## src/rtl/pc_pkg.sv

```systemverilog
// Shared types for the program counter unit: operation encoding and the
// fixed-priority request decoder.
package pc_pkg;

  localparam int PKG_REG_WIDTH = 16;
  localparam int LANES         = PKG_REG_WIDTH / 8;

  typedef enum logic [2:0] {
    PC_HOLD   = 3'd0,
    PC_REGWR  = 3'd1,
    PC_IRQ    = 3'd2,
    PC_RET    = 3'd3,
    PC_CALL   = 3'd4,
    PC_BRANCH = 3'd5,
    PC_FETCH  = 3'd6
  } pc_op_e;

  function automatic pc_op_e pc_op_decode(
    input logic wr_any,
    input logic irq,
    input logic ret,
    input logic call,
    input logic branch,
    input logic fetch
  );
    pc_op_e op;
    if (wr_any)      op = PC_REGWR;
    else if (irq)    op = PC_IRQ;
    else if (ret)    op = PC_RET;
    else if (call)   op = PC_CALL;
    else if (branch) op = PC_BRANCH;
    else if (fetch)  op = PC_FETCH;
    else             op = PC_HOLD;
    return op;
  endfunction

endpackage

```

## src/rtl/pc_sequencer_ras.sv

```systemverilog
// Circular return-address stack: a push on a full stack overwrites the oldest
// entry, a pop on an empty stack leaves the state unchanged.
module return_address_stack #(
  parameter int REG_WIDTH   = 16,
  parameter int STACK_DEPTH = 8
) (
  input  logic                             clk,
  input  logic                             rst,
  input  logic                             push,
  input  logic                             pop,
  input  logic [REG_WIDTH-1:0]             push_data,
  output logic [REG_WIDTH-1:0]             pop_data,
  output logic [$clog2(STACK_DEPTH+1)-1:0] depth,
  output logic                             empty,
  output logic                             overflow,
  output logic                             underflow
);

  localparam int PW = $clog2(STACK_DEPTH);
  localparam int DW = $clog2(STACK_DEPTH + 1);
  localparam logic [PW-1:0] LAST_IDX = PW'(STACK_DEPTH - 1);
  localparam logic [DW-1:0] FULL_CNT = DW'(STACK_DEPTH);

  logic [REG_WIDTH-1:0] mem_r [STACK_DEPTH];
  logic [PW-1:0]        top_r;      // next free slot; equals the oldest slot when full
  logic [DW-1:0]        depth_r;
  logic [PW-1:0]        top_inc_s;
  logic [PW-1:0]        top_dec_s;
  logic                 full_s;

  // wrap-around pointer arithmetic for non-power-of-two depths
  always_comb begin
    top_inc_s = (top_r == LAST_IDX) ? {PW{1'b0}} : top_r + 1'b1;
    top_dec_s = (top_r == {PW{1'b0}}) ? LAST_IDX : top_r - 1'b1;
  end

  assign full_s    = (depth_r == FULL_CNT);
  assign empty     = (depth_r == {DW{1'b0}});
  assign depth     = depth_r;
  assign pop_data  = mem_r[top_dec_s];
  assign overflow  = push & full_s;
  assign underflow = pop & ~push & empty;

  // pointer and occupancy tracking
  always_ff @(posedge clk) begin
    if (rst) begin
      top_r   <= {PW{1'b0}};
      depth_r <= {DW{1'b0}};
    end else if (push) begin
      top_r <= top_inc_s;
      if (!full_s) depth_r <= depth_r + 1'b1;
    end else if (pop && !empty) begin
      top_r   <= top_dec_s;
      depth_r <= depth_r - 1'b1;
    end
  end

  // entry storage, contents are don't-care after reset
  always_ff @(posedge clk) begin
    if (push && !rst) mem_r[top_r] <= push_data;
  end

endmodule

```

## src/rtl/pc_sequencer.sv

```systemverilog
// Program counter unit: prioritised next-PC selection, per-lane direct writes,
// call/return/interrupt through a return-address stack, sticky stack error flags.
module pc_sequencer
  import pc_pkg::*;
#(
  parameter int                   REG_WIDTH    = 16,
  parameter int                   STACK_DEPTH  = 8,
  parameter logic [REG_WIDTH-1:0] RESET_VECTOR = '0,
  parameter int                   PC_INC       = REG_WIDTH / 8
) (
  input  logic                             clk,
  input  logic                             rst,
  input  logic                             fetch_en,
  input  logic                             branch_en,
  input  logic                             call_en,
  input  logic                             ret_en,
  input  logic                             irq_en,
  input  logic [REG_WIDTH/8-1:0]           reg_wr_en,
  input  logic [REG_WIDTH-1:0]             reg_in,
  input  logic [REG_WIDTH-1:0]             branch_offset,
  input  logic [REG_WIDTH-1:0]             irq_vector,
  input  logic                             ras_err_clr,
  output logic [REG_WIDTH-1:0]             PC_out,
  output logic [$clog2(STACK_DEPTH+1)-1:0] ras_depth,
  output logic                             ras_overflow,
  output logic                             ras_underflow
);

  localparam int NLANES = REG_WIDTH / 8;
  localparam logic [REG_WIDTH-1:0] INC = REG_WIDTH'(PC_INC);

  pc_op_e               op_s;
  logic [REG_WIDTH-1:0] pc_r;
  logic [REG_WIDTH-1:0] pc_next_s;
  logic [REG_WIDTH-1:0] pc_inc_s;
  logic [REG_WIDTH-1:0] pc_rel_s;
  logic [REG_WIDTH-1:0] wr_merge_s;
  logic [REG_WIDTH-1:0] push_data_s;
  logic [REG_WIDTH-1:0] pop_data_s;
  logic                 push_s;
  logic                 pop_s;
  logic                 ras_empty_s;
  logic                 ovf_evt_s;
  logic                 unf_evt_s;
  logic                 overflow_r;
  logic                 underflow_r;

  assign op_s     = pc_op_decode(|reg_wr_en, irq_en, ret_en, call_en, branch_en, fetch_en);
  assign pc_inc_s = pc_r + INC;
  assign pc_rel_s = pc_r + branch_offset;

  // byte-lane merge of direct write data over the current PC
  always_comb begin
    wr_merge_s = pc_r;
    for (int i = 0; i < NLANES; i++) begin
      if (reg_wr_en[i]) wr_merge_s[8*i +: 8] = reg_in[8*i +: 8];
      else              wr_merge_s[8*i +: 8] = pc_r[8*i +: 8];
    end
  end

  // next-PC selection and stack requests
  always_comb begin
    pc_next_s   = pc_r;
    push_s      = 1'b0;
    pop_s       = 1'b0;
    push_data_s = pc_inc_s;
    case (op_s)
      PC_REGWR: pc_next_s = wr_merge_s;
      PC_IRQ: begin
        push_s      = 1'b1;
        push_data_s = pc_r;   // interrupted instruction is re-executed on return
        pc_next_s   = irq_vector;
      end
      PC_RET: begin
        pop_s     = 1'b1;
        pc_next_s = ras_empty_s ? pc_inc_s : pop_data_s;
      end
      PC_CALL: begin
        push_s      = 1'b1;
        push_data_s = pc_inc_s;
        pc_next_s   = pc_rel_s;
      end
      PC_BRANCH: pc_next_s = pc_rel_s;
      PC_FETCH:  pc_next_s = pc_inc_s;
      default:   pc_next_s = pc_r;
    endcase
  end

  return_address_stack #(
    .REG_WIDTH   (REG_WIDTH),
    .STACK_DEPTH (STACK_DEPTH)
  ) u_ras (
    .clk       (clk),
    .rst       (rst),
    .push      (push_s),
    .pop       (pop_s),
    .push_data (push_data_s),
    .pop_data  (pop_data_s),
    .depth     (ras_depth),
    .empty     (ras_empty_s),
    .overflow  (ovf_evt_s),
    .underflow (unf_evt_s)
  );

  // PC register and sticky error flags; a new error wins over a clear
  always_ff @(posedge clk) begin
    if (rst) begin
      pc_r        <= RESET_VECTOR;
      overflow_r  <= 1'b0;
      underflow_r <= 1'b0;
    end else begin
      pc_r        <= pc_next_s;
      overflow_r  <= ovf_evt_s | (overflow_r & ~ras_err_clr);
      underflow_r <= unf_evt_s | (underflow_r & ~ras_err_clr);
    end
  end

  assign PC_out        = pc_r;
  assign ras_overflow  = overflow_r;
  assign ras_underflow = underflow_r;

endmodule

```

## config.mk

```make
export PLATFORM = sky130hd
export DESIGN_NAME = pc_sequencer
export DESIGN_NICKNAME = d
export VERILOG_FILES = /design/src/rtl/pc_pkg.sv /design/src/rtl/pc_sequencer_ras.sv /design/src/rtl/pc_sequencer.sv
export SDC_FILE = /design/constraint.sdc
export NUM_CORES = 1
export LEC_CHECK = 0
export BUFFER_PORTS_ARGS = -buffer_cell sky130_fd_sc_hd__buf_2
export CORE_AREA = 8 8 157 159
export CTS_CLUSTER_DIAMETER = 120
export DETAILED_ROUTE_END_ITERATION = 6
export DIE_AREA = 0 0 165 167
export SLEW_MARGIN = 20
export SYNTH_ARGS = -nofsm -noshare
export SYNTH_HDL_FRONTEND = slang
export SYNTH_SLANG_ARGS = --single-unit
```

## constraint.sdc

```tcl
create_clock -name clk -period 4 [get_ports clk]
set_input_delay 0 -clock clk [delete_from_list [all_inputs] [get_ports clk]]
set_output_delay 0 -clock clk [all_outputs]
set_load 0.02 [all_outputs]
```

Word level (Yosys, flattened, before mapping)
Memories as Yosys holds them, arrays and structs flattened.
Cells that the tools add are included.

cells by class
  add/subtract/negate cells = 6
  equality and inequality tests = 11
  muxes and demuxes = 22
  bitwise operators = 9
  reductions and logical operators = 14

operators by type and width
  kind                   count
  $pmux 16 s5            1
  $mux 16                2
  $mux 3                 10
  $add 16x16->16         1
  $add 16x2->16 const B  1
  $mux 8                 2
  $eq 3x3->1 const B     4
  $mux 4                 3
  $eq 3x2->1 const B     2
  $ne 2x2->1 const B     3
  $reduce_and 2->1       3
  $reduce_or 2->1        3
  $and 1x1->1            5
  $reduce_bool 5->1      1
  $add 4x1->4 const B    1
  $eq 4x4->1 const B     1
  $logic_not 4->1        1
  $mux 1                 4
  $sub 4x1->4 const B    1
  $add 3x1->3 const B    1
  $eq 3x1->1 const B     1
  $logic_not 3->1        1
  $sub 3x1->3 const B    1
  $logic_and 1x1->1      2
  other kinds (4)        7

word-level totals
  bits in registers = 25
  RAM bits = 128
  bits of input ports = 58
  output and inout port bits = 22
  logic and storage cells = 69
  memories = 1

memory list
  name         depth  width  read ports  clocked after Yosys merged registers in  write ports  RTL line                text
  u_ras.mem_r  8      16     1           0                                        1            pc_sequencer_ras.sv:24  logic [REG_WIDTH-1:0] mem_r [STACK_DEPTH];

Depth between registers and ports, before layout
Gate-level depths: netlist (run 1).

  depth in word-level cells = 13
  depth in mapped cells = 12
  mapped depth without buffers = 10

Modules after synthesis
Synthesis (run 1) repeated with hierarchy kept, for this count alone.

unflattened totals
  cells, all modules = 641
  area, all modules = 7848.8 µm²

modules (own cells, without submodules)
  module                instances  cells an instance  area each (µm²)  sequential area each (µm²)
  return_address_stack  1          319                5492.8           3983.8
  pc_sequencer          1          322                2356.0           360.3

Worst setup path before layout (run 1)
No wires, ideal clock.

  kind = input port to flip-flop
  start = input port reg_wr_en[1]
  end = memory u_ras.mem_r[4][0], enable pin
  library setup time = 0.430 ns
  data arrival time = 2.243 ns
  required time = 3.570 ns
  setup slack = 1.327 ns
  stages on the path = 5
  path buffers = 1
  path through = nor2_1 -> o21a_1 -> buf_2 -> nand2_1 -> nor4_1

on the way
  longest elaborated chain between the ends = 8
  elaborated cells between the ends (all ways) = 9
  those cells by class = 2 x eq/ne; 4 x mux; 3 x reduce/logical

RTL lines
  element                                          RTL line                text
  from (decl)                                      pc_sequencer.sv:18      input logic [REG_WIDTH/8-1:0] reg_wr_en,
  $reduce_or 2->1 (*)                              pc_sequencer.sv:48      assign op_s = pc_op_decode(|reg_wr_en, irq_en, ret_en, call_en, branch_en, fetch_en);
  $mux 3 (*)                                       pc_pkg.sv:27            if (wr_any) op = PC_REGWR;
  $eq 3x3->1 / $eq 3x2->1 (equally long branches)  pc_sequencer.sv:67      case (op_s)
  $reduce_or 2->1 (no source line) (*)             --
  $mux 1 (*)                                       pc_sequencer.sv:67
  $logic_and 1x1->1 (*)                            pc_sequencer_ras.sv:60  if (push && !rst) mem_r[top_r] <= push_data;
  $mux 1 (*)                                       pc_sequencer_ras.sv:60
  $mux 1 (implied by the code) (*)                 pc_sequencer_ras.sv:60
  to (decl)                                        pc_sequencer_ras.sv:24

Mark *: on every way between the ends. The rest lies on a longest branch, timed or not.

Worst setup path in the final report (run 1)
  start = register u_ras.top_r[0]
  end = register pc_r[2] (netlist: PC_out[2])

on the way
  longest elaborated chain between the ends = 5
  elaborated cells between the ends (all ways) = 6
  those cells by class = 1 x add/sub; 3 x mux; 1 x reduce/logical; 1 x memory

RTL lines
  element                                                RTL line                text
  from (decl)                                            pc_sequencer_ras.sv:25  logic [PW-1:0] top_r;
  from (signal assigned)                                 pc_sequencer_ras.sv:47  top_r <= {PW{1'b0}};
  from (signal assigned)                                 pc_sequencer_ras.sv:50  top_r <= top_inc_s;
  from (signal assigned)                                 pc_sequencer_ras.sv:53  top_r <= top_dec_s;
  $sub 3x1->3 / $logic_not 3->1 (equally long branches)  pc_sequencer_ras.sv:34  top_dec_s = (top_r == {PW{1'b0}}) ? LAST_IDX : top_r - 1'b1;
  $mux 3 (*)                                             pc_sequencer_ras.sv:34
  $mem_v2 8x16 (*)                                       --
  $mux 16 (*)                                            pc_sequencer.sv:76      pc_next_s = ras_empty_s ? pc_inc_s : pop_data_s;
  $pmux 16 s5 (*)                                        pc_sequencer.sv:67
  to (signal assigned)                                   pc_sequencer.sv:112     pc_r <= pc_next_s;
  to (decl)                                              pc_sequencer.sv:33      logic [REG_WIDTH-1:0] pc_r;

Marked as above.
A chain may end at the register's enable or synchronous reset.

==> results.py, run 1 <==
metrics = {
    "yosys": {
        "yosysSeqAreaShare_pct": 54.3,
        "yosys_register_bits": 153,
        "synth_top_area_share_pct": 48.0,
        "synth_area_leader_cell": "edfxtp_1",
        "postSynth.asyncResetShare_pct": 0,
        "yosys-top-cells-area": "edfxtp_1 (48%), dfxtp_1 (6.3%), mux4_1 (3.9%), nand2_1 (3.6%), ha_1 (3.4%)",
        "synth_flop_cell": "edfxtp_1",
        "synth_nets": 734,
        "synth_edf_count": 128,
        "synth_cell_types": 72,
        "syn_avg_cell_area_um2": 12.3,
        "synth_area_um2": 8010,
        "syn-instance-count": 652,
        "yosys_warnings": 0,
    },
    "worst_setup_path": {
        "r2r_setup_slack_ps": 390,
        "critical_path.cell_chain": "inv_1 > ha_1 > ha_1 > nor2b_4 > mux4_1 > mux2_2 > a221oi_2 > a2111oi_2 > dlygate4sd3_1",
        "slowest_stage": "nor2b_4",
        "cp_max_fo": 23,
        "r2r_start": "u_ras.top_r[0]",
        "critical_path_class": "register to register",
        "path_buf_inv": 2,
        "critPathTopFamily": "multiplexers",
        "critPathRequiredTime_ps": 4320,
        "rr_worst_depth": 9,
        "crit_path_start_kind": "register",
        "end_kind": "register",
        "arrival_ps": 3930,
        "r2r-end": "PC_out[2]",
        "cpMostUsedCell": "ha_1",
        "critPathMaxStageDelay_ps": 660,
    },
    "floorplanning": {
        "ioPinCount": 80,
        "die_h_um": 167,
        "die_x_um": 165,
        "rows": 55,
        "start_util_pct": 36.0,
        "dieArea_um2": 27600,
        "core_area_um2": 22200,
    },
    "power": {
        "power_density_nw_per_um2": 424,
        "peakVddDrop_uv": 324,
        "p_total_mw": 4.02,
        "leakage_nw": 3.55,
    },
    "clock_tree": {
        "path_clk_slew_ps": 70,
        "cts.sinks": 153,
        "cts_tree": "done",
        "cts_max_level": 4,
        "clkLatencyLatePin_ps": 420,
        "numCtsBuffers": 17,
        "ctsResizeCount": 0,
        "cts_buffer_depth": 2,
        "cts_root_buf": "clkbuf_16",
        "post_cts_buffers": 0,
    },
    "timing": {
        "min_period_ps": 3610,
        "final_hold_viol_count": 0,
        "finalSetupTns_ps": 0,
        "finalCritPeriodShare_pct": 90.3,
        "worst_slew_pin_slew_ps": 1110,
        "fin_skew_ps": 9.59,
        "rsz0062_at_grt": "false",
        "slew_viol_final": 0,
        "slew_headroom_pct": 25.7,
        "hold_ws_ps": 22.0,
        "setup_viol": 0,
        "max_freq_mhz": 277,
    },
    "route": {
        "drt_iter0_drc": 745,
        "wl_um": 21900,
        "ant_nets": 0,
        "vias": 5733,
        "routedWlPerCell_um": 20.9,
        "post-route-drc-count": 0,
        "drtPass1Iterations": 5,
        "vias_per_cell": 5.47,
    },
    "place": {
        "placed_cells": 993,
        "gp_congestion": 0.937,
        "hpwl_um": 15400,
        "port_buffers": 79,
    },
    "grt": {
        "grtUsageTotal_pct": 15.8,
        "antenna_found_initial": 0,
        "grt_pass1_vias": 5699,
        "grt_first_pass_wirelength_um": 33300,
        "grt_overflow_total": 0,
        "grt_max_degree": 26,
    },
    "cells_and_area": {
        "final_core_util_pct": 42.7,
        "diodes": 0,
        "mostFrequentLayoutCells": "edfxtp_1 (128), buf_2 (79), nand2_1 (76)",
        "drive_gt1_share_pct": 20.5,
        "final_cells": 1049,
        "final_common_cell": "edfxtp_1",
        "nets": 833,
        "area_growth_pct": 18.5,
    },
    "job": {
        "maxCapViolations": 0,
    },
    "status": {
        "status": "finished clean",
    },
    "min_path": {
        "min_to": "PC_out[10]",
        "hold_depth": 4,
        "worstHoldStart": "reg_in[10]",
        "hp-class": "input port to register",
    },
}
## how the worst max path moves through the flow
| stage | start | to | slack (ps) | cells after the start |
|---|---|---|---|---|
| after global placement | u_ras.top_r[0] | PC_out[2] | 1030 | 8 |
| after CTS | u_ras.top_r[0] | PC_out[2] | 390 | 9 |
| after detailed placement | u_ras.top_r[0] | PC_out[2] | 980 | 8 |
| after global routing | u_ras.top_r[0] | PC_out[2] | 200 | 9 |
| final | u_ras.top_r[0] | PC_out[2] | 390 | 9 |
| after floorplan | reg_wr_en[1] | u_ras.mem_r[4][0] | 1330 | 5 |
## Yosys cell counts (5+ instances only)
library cell  count
o2111ai_1         6
a221oi_1          9
buf_2            11
xnor2_1          29
nand2_1          76
nand3_1          21
xor2_1           13
a32oi_1          14
mux2i_1          17
clkbuf_1         14
nor2_1           30
buf_4             9
a21o_1           10
mux4_1           12
nor3_1            8
a211oi_1          8
o21a_1            5
a31oi_1          10
o211ai_1          7
a21oi_1          39
o21ai_0          23
ha_1             22
dfxtp_1          25
and3_1            6
edfxtp_1        128
inv_1            21
## power breakdown
| part | total [mW] | internal [mW] | switching [mW] |
|---|---|---|---|
| Clock | 1.61 | 0.935 | 0.674 |
| Sequential | 1.82 | 1.77 | 0.0548 |
| Combinational | 0.586 | 0.237 | 0.349 |
| Total | 4.02 | 2.94 | 1.08 |
## routing by layer
layer / global-route usage (%) / up-vias / part of all wire [%]
met5: 0 / - / 0
met4: 5.88 / 0 / 2.3
met3: 4.22 / 35 / 8.4
met2: 25.4 / 235 / 47
met1: 20.0 / 2754 / 42
li1: - / 2709 / -
## per-stage QoR
step / setup slack, ps / area, µm²
3_5_place_dp: 977 / 8650
5_1_grt: 205 / 9490
4_1_cts: 391 / 9490
3_3_place_gp: 1030 / 8650
2_1_floorplan: 1330 / 8010
6_report: 388 / 9490
## sequential cells by signal, indices dropped and copies added (netlist names)
signal,flops
u_ras.top_r,3
PC_out,16
u_ras.depth,4
ras_overflow,1
ras_underflow,1
u_ras.mem_r,128
## cells by family (layout without fill, tap and decap cells)
logic type      Yosys count  count (layout)  share of synthesized area [%]
simple gates            173             173                           10.7
xor+xnor                 42              42                           4.60
fa+ha+maj                24              24                           3.94
buf+inv                  61             173                           4.08
compound gates          162             162                           14.7
flops                   153             153                           54.3
mux                      37              37                           7.75
## cell type report
cell class / count / area, µm²
clock inverters: 14 / 164
fillers: 2061 / 12700
flip-flops and latches: 153 / 4340
inverters: 22 / 82.6
clock buffers: 18 / 429
multi-input cells: 438 / 3360
repair buffers: 119 / 756
well taps: 285 / 357
## worst reg2reg max path: stages (launching register included)
cell	delay [ps]
dfxtp_1	460
inv_1	120
ha_1	210
ha_1	220
nor2b_4	660
mux4_1	640
mux2_2	290
a221oi_2	270
a2111oi_2	60
dlygate4sd3_1	570
## timing repair
action / 4_1_cts / 5_1_grt
hold buffers: 24 / 0
hold endpoints to repair: 18 / 0
endpoints found under the setup margin: 0 / 0
Power figures use the tool's default switching activity.
==> inputs of run 2 (changes only) <==
--- a/config.mk
+++ b/config.mk
@@ -6,6 +6,7 @@
 export NUM_CORES = 1
 export LEC_CHECK = 0
 export BUFFER_PORTS_ARGS = -buffer_cell sky130_fd_sc_hd__buf_2
+export CAP_MARGIN = 20
 export CORE_AREA = 8 8 157 159
 export CTS_CLUSTER_DIAMETER = 120
 export DETAILED_ROUTE_END_ITERATION = 6
==> constraint.sdc (replaced) <==
create_clock -name clk -period 4.15 [get_ports clk]
set_input_delay 0 -clock clk [delete_from_list [all_inputs] [get_ports clk]]
set_output_delay 0 -clock clk [all_outputs]
set_load 0.02 [all_outputs]
==> run 2 against run 1 <==
Compared with the run above: fmax grew 0.61%; die area is the same; final area shrank 0.25%; register-to-register slack gained 170 ps; non-clock buffer count is the same; critical path type unchanged.
==> results.py, run 2 (synthesis gave the netlist of run 1 again) <==
metrics = {
    "min_path": {
        "min_to": "PC_out[3]",
        "worstHoldStart": "reg_in[3]",
        "hp-class": "input port to register",
        "hold_depth": 4,
    },
    "grt": {
        "grt_pass1_vias": 5747,
        "grt_first_pass_wirelength_um": 33600,
        "grt_max_degree": 28,
        "grt_overflow_total": 0,
        "antenna_found_initial": 0,
        "grtUsageTotal_pct": 16.0,
    },
    "timing": {
        "slew_viol_final": 0,
        "slew_headroom_pct": 30.0,
        "final_hold_viol_count": 0,
        "min_period_ps": 3590,
        "max_freq_mhz": 279,
        "worst_slew_pin_slew_ps": 1050,
        "hold_ws_ps": 19.1,
        "fin_skew_ps": 9.80,
        "finalCritPeriodShare_pct": 86.5,
        "rsz0062_at_grt": "false",
        "setup_viol": 0,
        "finalSetupTns_ps": 0,
    },
    "power": {
        "clkPwrFrac_pct": 39.4,
        "power_switching_mw": 1.01,
        "power_density_nw_per_um2": 405,
        "seq_power_share_pct": 45.9,
        "p_total_mw": 3.83,
        "leakage_nw": 3.54,
        "peakVddDrop_uv": 305,
        "power.internal_mw": 2.82,
        "p_comb_share_pct": 14.7,
        "swShare_pct": 26.4,
    },
    "route": {
        "vias_per_cell": 5.45,
        "routedWlPerCell_um": 20.8,
        "drt_iter0_drc": 618,
        "vias": 5704,
        "wl_um": 21800,
        "drtPass1Iterations": 5,
        "post-route-drc-count": 0,
        "ant_nets": 0,
    },
    "cells_and_area": {
        "diodes": 0,
        "drive_gt1_share_pct": 20.5,
        "regMostFlops": "u_ras.mem_r",
        "final_area_um2": 9460,
        "n_fill_cell": 2054,
        "area_growth_pct": 18.2,
        "mostFrequentLayoutCells": "edfxtp_1 (128), buf_2 (79), nand2_1 (76)",
        "nets": 833,
        "largest_reg_flops": 128,
        "final_common_cell": "edfxtp_1",
    },
    "clock_tree": {
        "cts_max_level": 4,
        "cts_tree": "done",
        "post_cts_buffers": 0,
        "path_clk_slew_ps": 60,
        "cts.sinks": 153,
        "cts_buffer_depth": 2,
        "ctsResizeCount": 0,
        "ctsHoldBuffers": 23,
        "cts_root_buf": "clkbuf_16",
        "numCtsBuffers": 17,
        "clkLatencyLatePin_ps": 420,
    },
    "floorplanning": {
        "die_h_um": 167,
        "rows": 55,
        "die_x_um": 165,
        "dieArea_um2": 27600,
        "core_area_um2": 22200,
        "ioPinCount": 80,
        "start_util_pct": 36.0,
    },
    "worst_setup_path": {
        "critPathRequiredTime_ps": 4460,
        "cpMostUsedCell": "ha_1",
        "rr_worst_depth": 9,
        "cp-startpoint": "u_ras.top_r[0]",
        "r2r_start": "u_ras.top_r[0]",
        "cp_max_fo": 23,
        "r2r_setup_slack_ps": 560,
        "r2r-end": "PC_out[2]",
        "critical_path_class": "register to register",
        "critPathMaxStageDelay_ps": 650,
        "critical_path.cell_chain": "inv_1 > ha_1 > ha_1 > nor2b_4 > mux4_1 > mux2_2 > a221oi_2 > a2111oi_2 > dlygate4sd3_1",
        "arrival_ps": 3900,
        "end_kind": "register",
        "slowest_stage": "mux4_1",
        "crit_path_start_kind": "register",
    },
    "status": {
        "status": "finished clean",
    },
    "place": {
        "hpwl_um": 15600,
        "port_buffers": 79,
        "gp_congestion": 0.906,
        "dpl-instance-area_um2": 8660,
    },
    "job": {
        "maxCapViolations": 0,
    },
}
[run 2: cell count changes in the layout (fill, tap and decap cells not counted)]
cell           change
inv_8              -2
buf_4              +1
clkinv_4           +1
clkinvlp_4         -1
dlygate4sd3_1      -1
[run 2: worst max-delay path, delay by kind of cell, from the launching register on]
family	cells	cell delay [ps]
adders and majority gates	2	450
and+or+nand+nor	1	620
AOI/OAI and AO/OA	2	290
DFF	1	480
buffers and inverters	2	700
muxes	2	940
[run 2: power groups by stage]
stage                     sequential [mW]  clock (mW)  combinational (mW)
after floorplan                      1.79           0               0.369
after global placement               1.79           0               0.538
after detailed placement             1.79           0               0.539
after CTS                            1.76        1.53               0.562
after global routing                 1.76        1.59               0.614
final                                1.76        1.51               0.563
[run 2: worst max-delay path by stage]
stage | to | slack (ps) | cells after the start
2_1_floorplan | u_ras.mem_r[4][0] | 1480 | 5
3_3_place_gp | PC_out[2] | 1180 | 8
3_5_place_dp | PC_out[2] | 1100 | 8
4_1_cts | PC_out[2] | 530 | 9
5_1_grt | PC_out[1] | 400 | 9
6_report | PC_out[2] | 560 | 9
[run 2: stage by stage]
stage	worst slack (ps)	util, %	std cells
after floorplan	1480	-	652
after global placement	1180	39.0	994
after detailed placement	1100	39.0	994
after CTS	534	42.6	1047
after global routing	402	42.6	1047
final	560	42.6	1047
[run 2: routing by layer]
metal,share of wire (%),up-vias,wire length (µm),global-route usage (%)
met5,0,-,0,0
met4,2.6,0,569,6.50
met3,6.8,38,1490,3.11
met2,48,230,10400,25.5
met1,43,2729,9380,20.9
li1,-,2707,-,-
[run 2: cell type report]
type	count	area [µm²]	area share [%]
sequential	153	4340	45.9
multi-input combinational	438	3360	35.5
timing repair buffer	119	753	7.96
clock buffer	18	429	4.53
tap	285	357	3.77
clock inverter	12	143	1.51
inverter	22	82.6	0.873
